File: config.mk
export PLATFORM = sky130hd
export DESIGN_NAME = mult_div_sequencer
export DESIGN_NICKNAME = d
export VERILOG_FILES = /design/src/rtl/mult_div_sequencer_pkg.sv /design/src/rtl/mult_div_datapath.sv /design/src/rtl/mult_div_sequencer.sv
export SDC_FILE = /design/constraint.sdc
export NUM_CORES = 1
export LEC_CHECK = 0
export ABC_CLOCK_PERIOD_IN_PS = 9600
export BUFFER_PORTS_ARGS = -buffer_cell sky130_fd_sc_hd__buf_2
export CAP_MARGIN = 5
export CORE_AREA = 3 3 140 210
export CTS_CLUSTER_SIZE = 40
export DETAILED_ROUTE_END_ITERATION = 6
export DIE_AREA = 0 0 143 213
export PLACE_DENSITY = 0.75
export SKIP_CTS_REPAIR_TIMING = 1
export SLEW_MARGIN = 20
export SYNTH_ARGS = -nofsm -noshare
export SYNTH_HDL_FRONTEND = slang
export SYNTH_SLANG_ARGS = --single-unit
File: constraint.sdc
create_clock -name clk -period 9.6 [get_ports clk]
set_input_delay 1.92 -clock clk [delete_from_list [all_inputs] [get_ports clk]]
set_output_delay 1.92 -clock clk [all_outputs]
set_load 0.02 [all_outputs]
File: src/rtl/mult_div_sequencer_pkg.sv
// rtl/mult_div_sequencer_pkg.sv - shared constants and state encoding for the MULT/DIV engine
// Purpose : default operand/counter widths and the sequencer state type.
// Ports   : none (package).
package mult_div_sequencer_pkg;

    localparam int DEF_WIDTH = 32;  // operand width
    localparam int DEF_CNT_W = 6;   // iteration counter width, 2**CNT_W > WIDTH

    typedef enum logic [2:0] {
        ST_IDLE  = 3'd0,
        ST_MULT  = 3'd1,
        ST_DIV   = 3'd2,
        ST_FIXUP = 3'd3,
        ST_DONE  = 3'd4
    } state_e;

endpackage

File: src/rtl/mult_div_datapath.sv
// rtl/mult_div_datapath.sv - shared accumulator, operand register, counter and add/sub unit
// Purpose : one-bit-per-clock datapath used by both Booth multiply and restoring divide.
// Ports   : clk_i/reset_ni      clock, synchronous active-low reset
//           load_mult_i         latch multiplicand (op_a_i) and multiplier (op_b_i)
//           load_div_i          latch |op_a_i|, |op_b_i| and the operand signs
//           step_mult_i         one Booth iteration
//           step_div_i          one restoring-division iteration
//           last_o              current step is the final iteration
//           mult_hi_o/mult_lo_o product after the current step (valid on the last step)
//           quo_o/rem_o         sign-corrected quotient/remainder of the finished divide
module mult_div_datapath
    import mult_div_sequencer_pkg::*;
#(
    parameter int WIDTH = DEF_WIDTH,
    parameter int CNT_W = DEF_CNT_W
) (
    input  logic             clk_i,
    input  logic             reset_ni,
    input  logic             load_mult_i,
    input  logic             load_div_i,
    input  logic             step_mult_i,
    input  logic             step_div_i,
    input  logic [WIDTH-1:0] op_a_i,
    input  logic [WIDTH-1:0] op_b_i,
    output logic             last_o,
    output logic [WIDTH-1:0] mult_hi_o,
    output logic [WIDTH-1:0] mult_lo_o,
    output logic [WIDTH-1:0] quo_o,
    output logic [WIDTH-1:0] rem_o
);

    // MULT layout: {P_hi, P_lo, q-1}.  DIV layout: {1'b0, R, Q}.
    logic [2*WIDTH:0] acc_q, acc_d;
    logic [WIDTH-1:0] opnd_q, opnd_d;   // multiplicand, or divisor magnitude
    logic [CNT_W-1:0] cnt_q, cnt_d;
    logic             neg_q_q, neg_q_d; // quotient must be negated
    logic             neg_r_q, neg_r_d; // remainder must be negated

    logic [WIDTH:0]   p_ext, m_ext, booth_sum;
    logic [2*WIDTH:0] booth_acc;
    logic [2*WIDTH:0] shifted;
    logic [WIDTH:0]   trial;
    logic [2*WIDTH:0] div_acc;
    logic [WIDTH-1:0] mag_a, mag_b;

    // Booth add/sub is done one bit wider than P_hi so that subtracting
    // INT_MIN cannot overflow before the arithmetic shift.
    always_comb begin
        p_ext = {acc_q[2*WIDTH], acc_q[2*WIDTH:WIDTH+1]};
        m_ext = {opnd_q[WIDTH-1], opnd_q};
        case (acc_q[1:0])
            2'b01:   booth_sum = p_ext + m_ext;
            2'b10:   booth_sum = p_ext - m_ext;
            default: booth_sum = p_ext;
        endcase
        booth_acc = {booth_sum, acc_q[WIDTH:1]};
    end

    // Restoring step: shifted R fits W+1 bits; a non-negative trial keeps the difference.
    always_comb begin
        shifted = {acc_q[2*WIDTH-1:0], 1'b0};
        trial   = shifted[2*WIDTH:WIDTH] - {1'b0, opnd_q};
        if (!trial[WIDTH]) begin
            div_acc = {1'b0, trial[WIDTH-1:0], shifted[WIDTH-1:1], 1'b1};
        end else begin
            div_acc = {1'b0, shifted[2*WIDTH-1:0]};
        end
    end

    assign mag_a = op_a_i[WIDTH-1] ? -op_a_i : op_a_i;
    assign mag_b = op_b_i[WIDTH-1] ? -op_b_i : op_b_i;

    always_comb begin
        acc_d   = acc_q;
        opnd_d  = opnd_q;
        cnt_d   = cnt_q;
        neg_q_d = neg_q_q;
        neg_r_d = neg_r_q;
        if (load_mult_i) begin
            acc_d  = {{WIDTH{1'b0}}, op_b_i, 1'b0};
            opnd_d = op_a_i;
            cnt_d  = '0;
        end else if (load_div_i) begin
            acc_d   = {1'b0, {WIDTH{1'b0}}, mag_a};
            opnd_d  = mag_b;
            cnt_d   = '0;
            neg_q_d = op_a_i[WIDTH-1] ^ op_b_i[WIDTH-1];
            neg_r_d = op_a_i[WIDTH-1];
        end else if (step_mult_i) begin
            acc_d = booth_acc;
            cnt_d = cnt_q + CNT_W'(1);
        end else if (step_div_i) begin
            acc_d = div_acc;
            cnt_d = cnt_q + CNT_W'(1);
        end
    end

    always_ff @(posedge clk_i) begin
        if (!reset_ni) begin
            acc_q   <= '0;
            opnd_q  <= '0;
            cnt_q   <= '0;
            neg_q_q <= 1'b0;
            neg_r_q <= 1'b0;
        end else begin
            acc_q   <= acc_d;
            opnd_q  <= opnd_d;
            cnt_q   <= cnt_d;
            neg_q_q <= neg_q_d;
            neg_r_q <= neg_r_d;
        end
    end

    assign last_o    = (cnt_q == CNT_W'(WIDTH - 1));
    assign mult_hi_o = booth_acc[2*WIDTH:WIDTH+1];
    assign mult_lo_o = booth_acc[WIDTH:1];
    assign quo_o     = neg_q_q ? -acc_q[WIDTH-1:0] : acc_q[WIDTH-1:0];
    assign rem_o     = neg_r_q ? -acc_q[2*WIDTH-1:WIDTH] : acc_q[2*WIDTH-1:WIDTH];

endmodule

File: src/rtl/mult_div_sequencer.sv
// rtl/mult_div_sequencer.sv - multicycle signed MULT/DIV engine with its own sequencer
// Purpose : one-bit-per-clock signed multiply (Booth) and divide (restoring) feeding HI/LO.
// Ports   : clk, reset (sync, active-low)
//           start_mult/start_div  one-cycle requests, honoured in IDLE only (mult wins)
//           op_a/op_b             multiplicand/dividend and multiplier/divisor
//           busy                  operation in flight
//           done                  one-cycle completion pulse; hi_out/lo_out valid from then
//           div_zero_exc          one-cycle pulse for a divide with op_b == 0
//           hi_out/lo_out         MULT: product high/low; DIV: remainder/quotient
module mult_div_sequencer
    import mult_div_sequencer_pkg::*;
#(
    parameter int WIDTH = DEF_WIDTH,
    parameter int CNT_W = DEF_CNT_W
) (
    input  logic             clk,
    input  logic             reset,
    input  logic             start_mult,
    input  logic             start_div,
    input  logic [WIDTH-1:0] op_a,
    input  logic [WIDTH-1:0] op_b,
    output logic             busy,
    output logic             done,
    output logic             div_zero_exc,
    output logic [WIDTH-1:0] hi_out,
    output logic [WIDTH-1:0] lo_out
);

    state_e           state_q;
    logic             busy_q, done_q, dz_q;
    logic [WIDTH-1:0] hi_q, lo_q;

    logic             load_mult, load_div, divisor_zero;
    logic             dp_last;
    logic [WIDTH-1:0] dp_mult_hi, dp_mult_lo, dp_quo, dp_rem;

    assign divisor_zero = (op_b == '0);
    assign load_mult    = (state_q == ST_IDLE) && start_mult;
    assign load_div     = (state_q == ST_IDLE) && !start_mult && start_div && !divisor_zero;

    mult_div_datapath #(
        .WIDTH (WIDTH),
        .CNT_W (CNT_W)
    ) u_datapath (
        .clk_i       (clk),
        .reset_ni    (reset),
        .load_mult_i (load_mult),
        .load_div_i  (load_div),
        .step_mult_i (state_q == ST_MULT),
        .step_div_i  (state_q == ST_DIV),
        .op_a_i      (op_a),
        .op_b_i      (op_b),
        .last_o      (dp_last),
        .mult_hi_o   (dp_mult_hi),
        .mult_lo_o   (dp_mult_lo),
        .quo_o       (dp_quo),
        .rem_o       (dp_rem)
    );

    always_ff @(posedge clk) begin
        if (!reset) begin
            state_q <= ST_IDLE;
            busy_q  <= 1'b0;
            done_q  <= 1'b0;
            dz_q    <= 1'b0;
            hi_q    <= '0;
            lo_q    <= '0;
        end else begin
            done_q <= 1'b0;
            dz_q   <= 1'b0;
            case (state_q)
                ST_IDLE: begin
                    if (start_mult) begin
                        state_q <= ST_MULT;
                        busy_q  <= 1'b1;
                    end else if (start_div) begin
                        if (divisor_zero) begin
                            dz_q <= 1'b1;
                        end else begin
                            state_q <= ST_DIV;
                            busy_q  <= 1'b1;
                        end
                    end
                end
                ST_MULT: begin
                    // The final Booth step and the HI/LO load share one edge.
                    if (dp_last) begin
                        state_q <= ST_DONE;
                        busy_q  <= 1'b0;
                        done_q  <= 1'b1;
                        hi_q    <= dp_mult_hi;
                        lo_q    <= dp_mult_lo;
                    end
                end
                ST_DIV: begin
                    if (dp_last) begin
                        state_q <= ST_FIXUP;
                    end
                end
                ST_FIXUP: begin
                    state_q <= ST_DONE;
                    busy_q  <= 1'b0;
                    done_q  <= 1'b1;
                    hi_q    <= dp_rem;
                    lo_q    <= dp_quo;
                end
                ST_DONE: begin
                    state_q <= ST_IDLE;
                end
                default: begin
                    state_q <= ST_IDLE;
                    busy_q  <= 1'b0;
                end
            endcase
        end
    end

    assign busy         = busy_q;
    assign done         = done_q;
    assign div_zero_exc = dz_q;
    assign hi_out       = hi_q;
    assign lo_out       = lo_q;

endmodule

== After elaboration in Yosys (flattened, before gate mapping) ==
Index checks and enable logic that the tools add are counted.

* Input port bits: 68
* RAM bits: 0
* Flip-flop bits (word level): 175
* ROM bits: 0
* Output and inout port bits: 67
* Latch bits: 0
* Memories kept: 0

* $mul: 0
* Order comparisons: 0
* Mux-type cells: 32
* Bitwise operators: 6
* Div/mod/pow operators: 0
* Eq/ne operators: 11
* Shift operators: 0
* Add/sub/neg operators: 8
* Reductions and logical operators: 21

{| class="wikitable"
|+ Operators with widths
! cell !! count
|-
| 32-bit 2-to-1 mux || 8
|-
| 65-bit 2-to-1 mux || 2
|-
| 32-bit negation || 4
|-
| 32-bit case mux with 2 select lines || 2
|-
| 33-bit 2-to-1 mux || 2
|-
| 33-bit case mux with 2 select lines || 1
|-
| 64-bit 2-to-1 mux || 1
|-
| 32-bit by 32-bit adder with 33-bit output || 1
|-
| 32-bit by 32-bit subtractor with 33-bit output || 1
|-
| 33-bit by 32-bit subtractor with 33-bit output || 1
|-
| 32-bit zero test || 1
|-
| 3-bit 2-to-1 mux || 5
|-
| 6-bit 2-to-1 mux || 2
|-
| 3-bit case mux with 4 select lines || 1
|-
| 4-bit AND reduction || 2
|-
| 6-bit by 1-bit adder with 6-bit output, second input constant || 1
|-
| 3-bit by 2-bit == test with 1-bit output, second input constant || 2
|-
| 6-bit by 5-bit == test with 1-bit output, second input constant || 1
|-
| 1-bit 2-to-1 mux || 6
|-
| 3-bit inequality test, second input constant || 2
|-
| 2-bit nonzero test || 3
|-
| 1-bit inverter || 5
|-
| 1-bit logical AND || 4
|-
| 2-bit inequality test, second input constant || 2
|-
| other kinds (15) || 18
|}

== Longest topological paths before layout ==
Gate-level depths: netlist of run 1.

* Word-level depth: 6
* Gate-level depth with buffers: 21
* Mapped depth without buffers: 19

== Cells and area by module ==
Synthesis of run 1 repeated with hierarchy kept, for this count alone.

* Cell total of the unflattened synthesis: 2,048
* Area, all modules: 16,304.4 um^2

{| class="wikitable"
|+ By module, submodules not included
! module !! times used !! area an instance (um^2) !! cells each !! seq. area each (um^2)
|-
| mult_div_datapath || 1 || 12,555.8 || 1,705 || 2,102.0
|-
| mult_div_sequencer || 1 || 3,748.6 || 343 || 1,401.3
|}

== Worst setup path before layout of run 1 ==
OpenSTA, ideal clock, no wires.

* Path type: input port to flip-flop
* Start: in op_a[6]
* End: reg u_datapath.acc_q[29]
* Stages on the path: 9
* Arrival time: 5,098 ps
* Setup time: 115 ps
* Path buffers: 0
* Path slack: 4,388 ps
* Cells stage by stage: or4_4 -> or4_4 -> or4_4 -> or4_4 -> or4_4 -> or3_1 -> nand2_1 -> xor2_1 -> a2111oi_0

* Longest elaborated chain between the ends: 4

{| class="wikitable"
|+ Ends and longest elaborated chain
! element !! line !! RTL
|-
| start, declared || mult_div_sequencer.sv:20 || <nowiki>input logic [WIDTH-1:0] op_a,</nowiki>
|-
| 32-bit negation || mult_div_datapath.sv:70 || <nowiki>assign mag_a = op_a_i[WIDTH-1] ? -op_a_i : op_a_i;</nowiki>
|-
| 32-bit 2-to-1 mux || mult_div_datapath.sv:70 ||
|-
| 33-bit 2-to-1 mux || mult_div_datapath.sv:83 || <nowiki>end else if (load_div_i) begin</nowiki>
|-
| 33-bit 2-to-1 mux || mult_div_datapath.sv:79 || <nowiki>if (load_mult_i) begin</nowiki>
|-
| end signal, assigned || mult_div_datapath.sv:100 || <nowiki>acc_q <= '0;</nowiki>
|-
| end signal, assigned || mult_div_datapath.sv:106 || <nowiki>acc_q <= acc_d;</nowiki>
|-
| end, declared || mult_div_datapath.sv:33 || <nowiki>logic [2*WIDTH:0] acc_q, acc_d;</nowiki>
|}

No other way between the ends.
A chain may end at the register's enable or synchronous reset.

== Final worst setup path of run 1 ==
* Start: in op_b[6]
* End: reg u_datapath.acc_q[62]

* Longest elaborated chain between the ends: 4

{| class="wikitable"
|+ Ends and longest elaborated chain
! element !! line !! RTL
|-
| start, declared || mult_div_sequencer.sv:21 || <nowiki>input logic [WIDTH-1:0] op_b,</nowiki>
|-
| 32-bit zero test || mult_div_sequencer.sv:37 || <nowiki>assign divisor_zero = (op_b == '0);</nowiki>
|-
| 1-bit zero test || mult_div_sequencer.sv:39 || <nowiki>assign load_div = (state_q == ST_IDLE) && !start_mult && start_div && !divisor_zero;</nowiki>
|-
| 1-bit logical AND || mult_div_sequencer.sv:39 ||
|-
| 3-bit OR reduction (no line) || n/a ||
|}

No other way between the ends.

==> results.yml, run 1 <==
sta:
  max_freq_mhz: 168
  fin_tns_setup_ns: 0
  fin_crit_sh_pct: 62.0
  maxSlewViolCount: 0
  max_slew.worst_pin.slew_ns: 1.19
  timing.hold.ws_ns: 0.477
  setup_viol: 0
  rsz0062_at_grt: "no"
  period_needed_ns: 5.95
  slew_headroom_pct: 19.6
  finalHoldViolCount: 0
  skew_ns: 0.0140
synthesis:
  synth.avg_cell_area_sq_um: 7.45
  yosys.cell_types.count: 79
  netlist_instances: 2066
  syn-num-nets: 2207
  ys_ff_latch: 175
  async_flop_share_pct: 0
  synth_top_area_share_pct: 22.8
  synthFlopType: "dfxtp_1"
  post-synth-top-count-cell: "nand2_1"
  synth_top_cell_by_area: "dfxtp_1"
  synth-edff-count: 0
  netlist_area_sq_um: 15400
  ys_warn_count: 0
  synth.area.top_cells: "dfxtp_1 23%, xnor2_1 8.3%, nand2_1 6.6%"
  ys_top_cells_by_count: "272 x nand2_1, 194 x nor2_1, 175 x dfxtp_1"
  seq_area_frac_synth_pct: 22.8
drt:
  wl_mm: 50.8
  route.detailed.drc: 0
  viasPerCell: 6.46
  drtIter0Drc: 1295
  detail-route-antenna-nets: 0
  routedWlPerCell_um: 20.9
  vias: 15700
  drtPass1Iterations: 5
outcome:
  status: "completed"
die:
  pin_count: 135
  die_w_um: 143
  start_util_pct: 55.2
  die-area_sq_um: 30500
  num_rows: 75
  core-area_sq_um: 27900
  die_y_um: 213
worst_setup_path:
  timing.rr.start: "u_datapath.opnd_q[11]$_SDFFE_PN0P_"
  cp_max_fo: 61
  worst_path_max_delay_cell: "or4b_4"
  cp.required_ns: 10.01
  r2r-end: "hi_out[31]$_SDFFE_PN0P_"
  r2r_cells: 16
  path_buf_inv: 2
  path_cells: "buf_2 -> or4_4 -> or4b_4 -> or3_4 -> or3_4 -> or4_4 -> and2_2 -> buf_4 -> nor2_8 -> nand2_2 -> o21ba_2 -> o31a_1"
  worst_setup_path_start_kind: "input pin"
  worstPathArrival_ns: 6.36
  path_class: "input pin to flop"
  cp-end-kind: "flop"
  critical_path.top_delay_family: "simple AND/OR/NAND/NOR gates"
  slowest_delay_ns: 0.58
  reg2reg_slack_ns: 3.99
  worst-path-stages: 12
global_route:
  grt_pass1_wl_mm: 80.0
  grt_pass1_vias: 15100
  grt.total_usage_pct: 32.8
  grt_overflow: 0
  antenna_found_initial: 2
  grt_max_degree: 78
placement:
  io_buffers: 134
  place_congestion: 0.964
  hpwl_mm: 36.8
  dp.cells: 2402
clocking:
  htreeDepth: 4
  root_buffer: "clkbuf_16"
  cts_num_sinks: 175
  clk_latency_ns: 0.46
  clk_pin_slew_ns: 0.07
  numCtsBuffers: 17
  cts_tree: "done"
  clockBufferDepth: 2
power_and_ir_drop:
  power_leakage_nw: 6.41
  ir_drop_uv: 163
  finalPower_mw: 4.79
  power.density_nw_per_um2: 290
finish:
  syn_to_final_growth_pct: 7.47
  finish.utilization_pct: 59.3
  drive_above_1_share_pct: 12.6
  instances_no_fill: 2437
  layout.nets: 2216
min_path:
  hold_end: "lo_out[26]$_SDFFE_PN0P_"
  holdPathStages: 2
  hold_class: "flop to flop"
  min_from: "lo_out[26]$_SDFFE_PN0P_"
job:
  maxCapViolations: 0
[power breakdown]
part           switching, mW  internal [mW]  leakage (nW)
clock network          0.317          0.368         0.268
registers              0.238          0.864          1.43
logic                   1.83           1.17          4.71
[layout by cell type (no fill, tap or decap), types with 38 or more instances in the layout]
cell,Yosys,final
xor2_1,67,67
ha_1,71,70
o211ai_1,60,60
dfxtp_1,175,175
o21ai_0,101,101
xnor2_1,145,144
inv_1,57,57
nand2_1,272,270
nor2_1,194,193
a21oi_1,142,142
o31ai_1,38,38
buf_2,10,134
nand3_1,48,48
[worst max path at each step]
stage	start	to	slack, ns
after floorplan	op_a[6]	u_datapath.acc_q[29]$_SDFFE_PN0P_	4.39
after detailed placement	op_b[6]	u_datapath.acc_q[62]$_SDFFE_PP0P_	3.20
after global routing	op_b[6]	u_datapath.acc_q[62]$_SDFFE_PP0P_	3.50
final	op_b[6]	u_datapath.acc_q[62]$_SDFFE_PP0P_	3.65
after global placement	op_b[6]	u_datapath.acc_q[62]$_SDFFE_PP0P_	3.25
after CTS	op_b[6]	u_datapath.acc_q[62]$_SDFFE_PP0P_	3.67
[per-stage QoR]
step	setup WS, ns	instance area (sq um)
floorplan	4.39	15400
finish	3.65	16500
global route	3.50	16500
global placement	3.25	16000
CTS	3.67	16500
detailed placement	3.20	16000
[registers in the layout, indices dropped and copies added (netlist names)]
register / cells
done: 1
u_datapath.neg_r_q: 1
state_q: 3
lo_out: 32
hi_out: 32
div_zero_exc: 1
u_datapath.neg_q_q: 1
u_datapath.acc_q: 65
u_datapath.cnt_q: 6
u_datapath.opnd_q: 32
busy: 1
[routing by layer]
metal	up-vias	global-route usage, %	wire, um
met3	166	4.46	3030
met4	0	16.4	2420
li1	7548	-	-
met1	7427	39.7	20300
met2	605	56.5	25000
met5	-	0	0
[kinds of logic after synthesis]
group | Yosys count | synth area share, %
simple gates | 689 | 20.8
compound gates | 645 | 29.0
buf+inv | 222 | 5.93
xor+xnor | 212 | 12.1
flops | 175 | 22.8
fa+ha+maj | 73 | 6.03
mux | 50 | 3.41
[tightest hold or removal path, cell delays in order, from the launching register on]
cell and delay, ns:
dfxtp_1 0.31, nand2_1 0.05, a311oi_1 0.07
[final cells by class]
class | count | area, sq um
fillers | 2624 | 11300
multi-input cells | 1669 | 11000
flip-flops and latches | 175 | 3500
repair buffers | 154 | 821
clock buffers | 21 | 460
well taps | 346 | 433
inverters | 58 | 219
clock inverters | 11 | 91.3
diodes | 3 | 7.51
Note: power is estimated with default switching activity, not from simulation.
==> inputs of run 2 (changes only) <==
ABC_AREA = 1   (was unset)
ABC_CLOCK_PERIOD_IN_PS = 5100   (was 9600)
CORE_AREA = 3 3 151 226   (was 3 3 140 210)
DIE_AREA = 0 0 154 229   (was 0 0 143 213)
PLACE_DENSITY = 0.77   (was 0.75)
clock period = 5.1 ns   (was 9.6 ns; I/O delays follow)
==> run 2 against run 1 <==
Net effect:
- cell count is 50% higher
- final area is 18% higher
- non-clock buffer count is 1 higher
- setup slack worse by 2.5 ns
- critical path depth is 10 higher
- critical endpoint is now u_datapath.acc_q[48]$_SDFFE_PP0P_
- largest power group unchanged
==> results.yml, run 2 <==
finish:
  top_register: "u_datapath.acc_q"
  finish.utilization_pct: 59.7
  largest_register_ff_count: 65
  final_cell_mix: "953 x nand2_1, 425 x inv_1, 296 x nor2_1"
  fillers: 3330
  layout.nets: 3368
  syn_to_final_growth_pct: 7.61
  antenna_cells: 0
  mostFrequentLayoutCell: "nand2_1"
  drive_above_1_share_pct: 8.12
synthesis:
  synth_top_cell_by_area: "nand2_1"
  netlist_instances: 3177
  synthFlopType: "dfxtp_1"
  synth-edff-count: 0
  syn-num-nets: 3318
  synth_top_area_share_pct: 19.8
  post-synth-top-count-cell: "nand2_1"
  async_flop_share_pct: 0
  yosys.cell_types.count: 58
  synth.avg_cell_area_sq_um: 5.68
  seq_area_frac_synth_pct: 19.4
  ys_top_cells_by_count: "953 x nand2_1, 426 x inv_1, 297 x nor2_1"
  synth.area.top_cells: "nand2_1 20%, dfxtp_1 19%, inv_1 8.9%"
  netlist_area_sq_um: 18100
  ys_warn_count: 0
  ys_ff_latch: 175
die:
  die_w_um: 154
  start_util_pct: 55.5
  num_rows: 81
  core-area_sq_um: 32500
  pin_count: 135
  die_y_um: 229
  die-area_sq_um: 35300
placement:
  place_congestion: 1.14
  post-place-ws_ns: 1.22
  io_buffers: 134
  hpwl_mm: 64.2
sta:
  setup_viol: 0
  timing.hold.ws_ns: 0.464
  skew_ns: 0.0128
  period_needed_ns: 3.98
  max_slew.worst_pin.slew_ns: 1.05
  max_freq_mhz: 251
  setup_ws_ns: 1.12
  fin_tns_setup_ns: 0
  fin_crit_sh_pct: 78.0
  slew_headroom_pct: 30.1
  maxSlewViolCount: 0
  finalHoldViolCount: 0
  rsz0062_at_grt: "no"
power_and_ir_drop:
  seq_power_share_pct: 23.0
  pwr-share-clk_pct: 18.5
  ir_drop_uv: 291
  comb_power_share_pct: 58.5
  p_sw_mw: 4.11
  power.density_nw_per_um2: 393
  swShare_pct: 53.7
  power_leakage_nw: 9.69
  internal-power_mw: 3.54
worst_setup_path:
  worstPathArrival_ns: 4.36
  cp_max_fo: 4
  cp.required_ns: 5.48
  worstSetupStartpoint: "u_datapath.opnd_q[2]$_SDFFE_PN0P_"
  reg2reg_slack_ns: 1.12
  worst_setup_path_start_kind: "flop"
  path_class: "flop to flop"
  r2r_cells: 22
  timing.rr.start: "u_datapath.opnd_q[2]$_SDFFE_PN0P_"
  cp-end-kind: "flop"
  r2r-end: "u_datapath.acc_q[48]$_SDFFE_PP0P_"
clocking:
  root_buffer: "clkbuf_16"
  cts_num_sinks: 175
  cts_tree: "done"
  clk_pin_slew_ns: 0.07
  clk_latency_ns: 0.47
  clockBufferDepth: 2
  numCtsBuffers: 17
  htreeDepth: 4
global_route:
  grt.total_usage_pct: 45.1
  grt_max_degree: 89
  grt_pass1_wl_mm: 122
  grt_overflow: 0
  antenna_found_initial: 0
  grt_pass1_vias: 21500
drt:
  drtPass1Iterations: 7
  route.detailed.drc: 0
  routedWlPerCell_um: 22.5
  vias: 22400
  detail-route-antenna-nets: 0
  drtIter0Drc: 2716
  wl_mm: 82.0
  viasPerCell: 6.12
job:
  maxCapViolations: 0
min_path:
  holdPathStages: 2
  hold_end: "lo_out[23]$_SDFFE_PN0P_"
  min_from: "lo_out[23]$_SDFFE_PN0P_"
  hold_class: "flop to flop"
outcome:
  status: "completed"
run 2: cell types whose count changed in the layout (fill, tap and decap cells not counted), sizes merged, moves of 93 or more:
cell   delta
nand2   +693
nor2    +128
inv     +383
xnor2   -120
nand3   +241
a21oi    +93
run 2: final cells by class:
class	count	area, sq um	share of cell area, %
Clock buffer	18	439	2.26
Sequential cell	175	3500	18.0
Multi-Input combinational cell	2442	12300	63.5
Tap cell	415	519	2.67
Clock inverter	13	173	0.888
Inverter	436	1640	8.43
Timing Repair Buffer	155	828	4.26
run 2: how the worst max path moves through the flow:
stage / end / cells after the start
after global routing: u_datapath.acc_q[63]$_SDFFE_PP0P_ / 25
after global placement: u_datapath.acc_q[64]$_SDFFE_PP0P_ / 22
after CTS: u_datapath.acc_q[63]$_SDFFE_PP0P_ / 25
after detailed placement: u_datapath.acc_q[63]$_SDFFE_PP0P_ / 25
after floorplan: u_datapath.acc_q[64]$_SDFFE_PP0P_ / 21
final: u_datapath.acc_q[48]$_SDFFE_PP0P_ / 22
run 2: logic make-up after synthesis:
group,Yosys count,share of synthesized area (%)
AOI/OAI and AO/OA,567,17.9
adders and majority gates,73,5.14
and+or+nand+nor,1686,39.6
buffers and inverters,560,12.4
DFF,175,19.4
xor gates and xnor gates,116,5.63
run 2: critical path: stages (launching register included):
cell	delay [ns]
dfxtp_1	0.33
inv_1	0.12
nand3_1	0.11
nor3_1	0.25
inv_1	0.10
nor3_1	0.26
nand2_1	0.11
o21ai_0	0.20
xor2_1	0.16
inv_1	0.07
ha_1	0.35
nand2_1	0.10
inv_1	0.07
nand2_1	0.08
nor3_1	0.14
nand2_1	0.07
nand2_1	0.23
xnor2_1	0.19
nand2_1	0.09
nand2_1	0.08
o21ai_0	0.56
inv_1	0.09
a21oi_1	0.14
run 2: metrics by stage:
stage | area, sq um | total power, mW | std cells
2_1_floorplan | 18100 | 4.78 | 3177
3_3_place_gp | 18800 | 6.00 | 3623
3_5_place_dp | 18800 | 6.05 | 3623
4_1_cts | 19400 | 7.45 | 3654
5_1_grt | 19400 | 8.09 | 3654
6_report | 19400 | 7.65 | 3654
run 2: power groups by stage:
stage | Clock, mW | Sequential [mW] | Combinational (mW)
after floorplan | 0 | 1.66 | 3.12
after global placement | 0 | 1.77 | 4.23
after detailed placement | 0 | 1.77 | 4.28
after CTS | 1.40 | 1.74 | 4.31
after global routing | 1.45 | 1.76 | 4.88
final | 1.41 | 1.76 | 4.48
run 2: metal layers:
metal | up-vias | part of all wire (%) | track usage, %
li1 | 10400 | - | -
met3 | 517 | 7.7 | 7.13
met5 | - | 0 | 0.420
met4 | 0 | 14 | 50.2
met2 | 1490 | 46 | 74.7
met1 | 9942 | 32 | 44.9
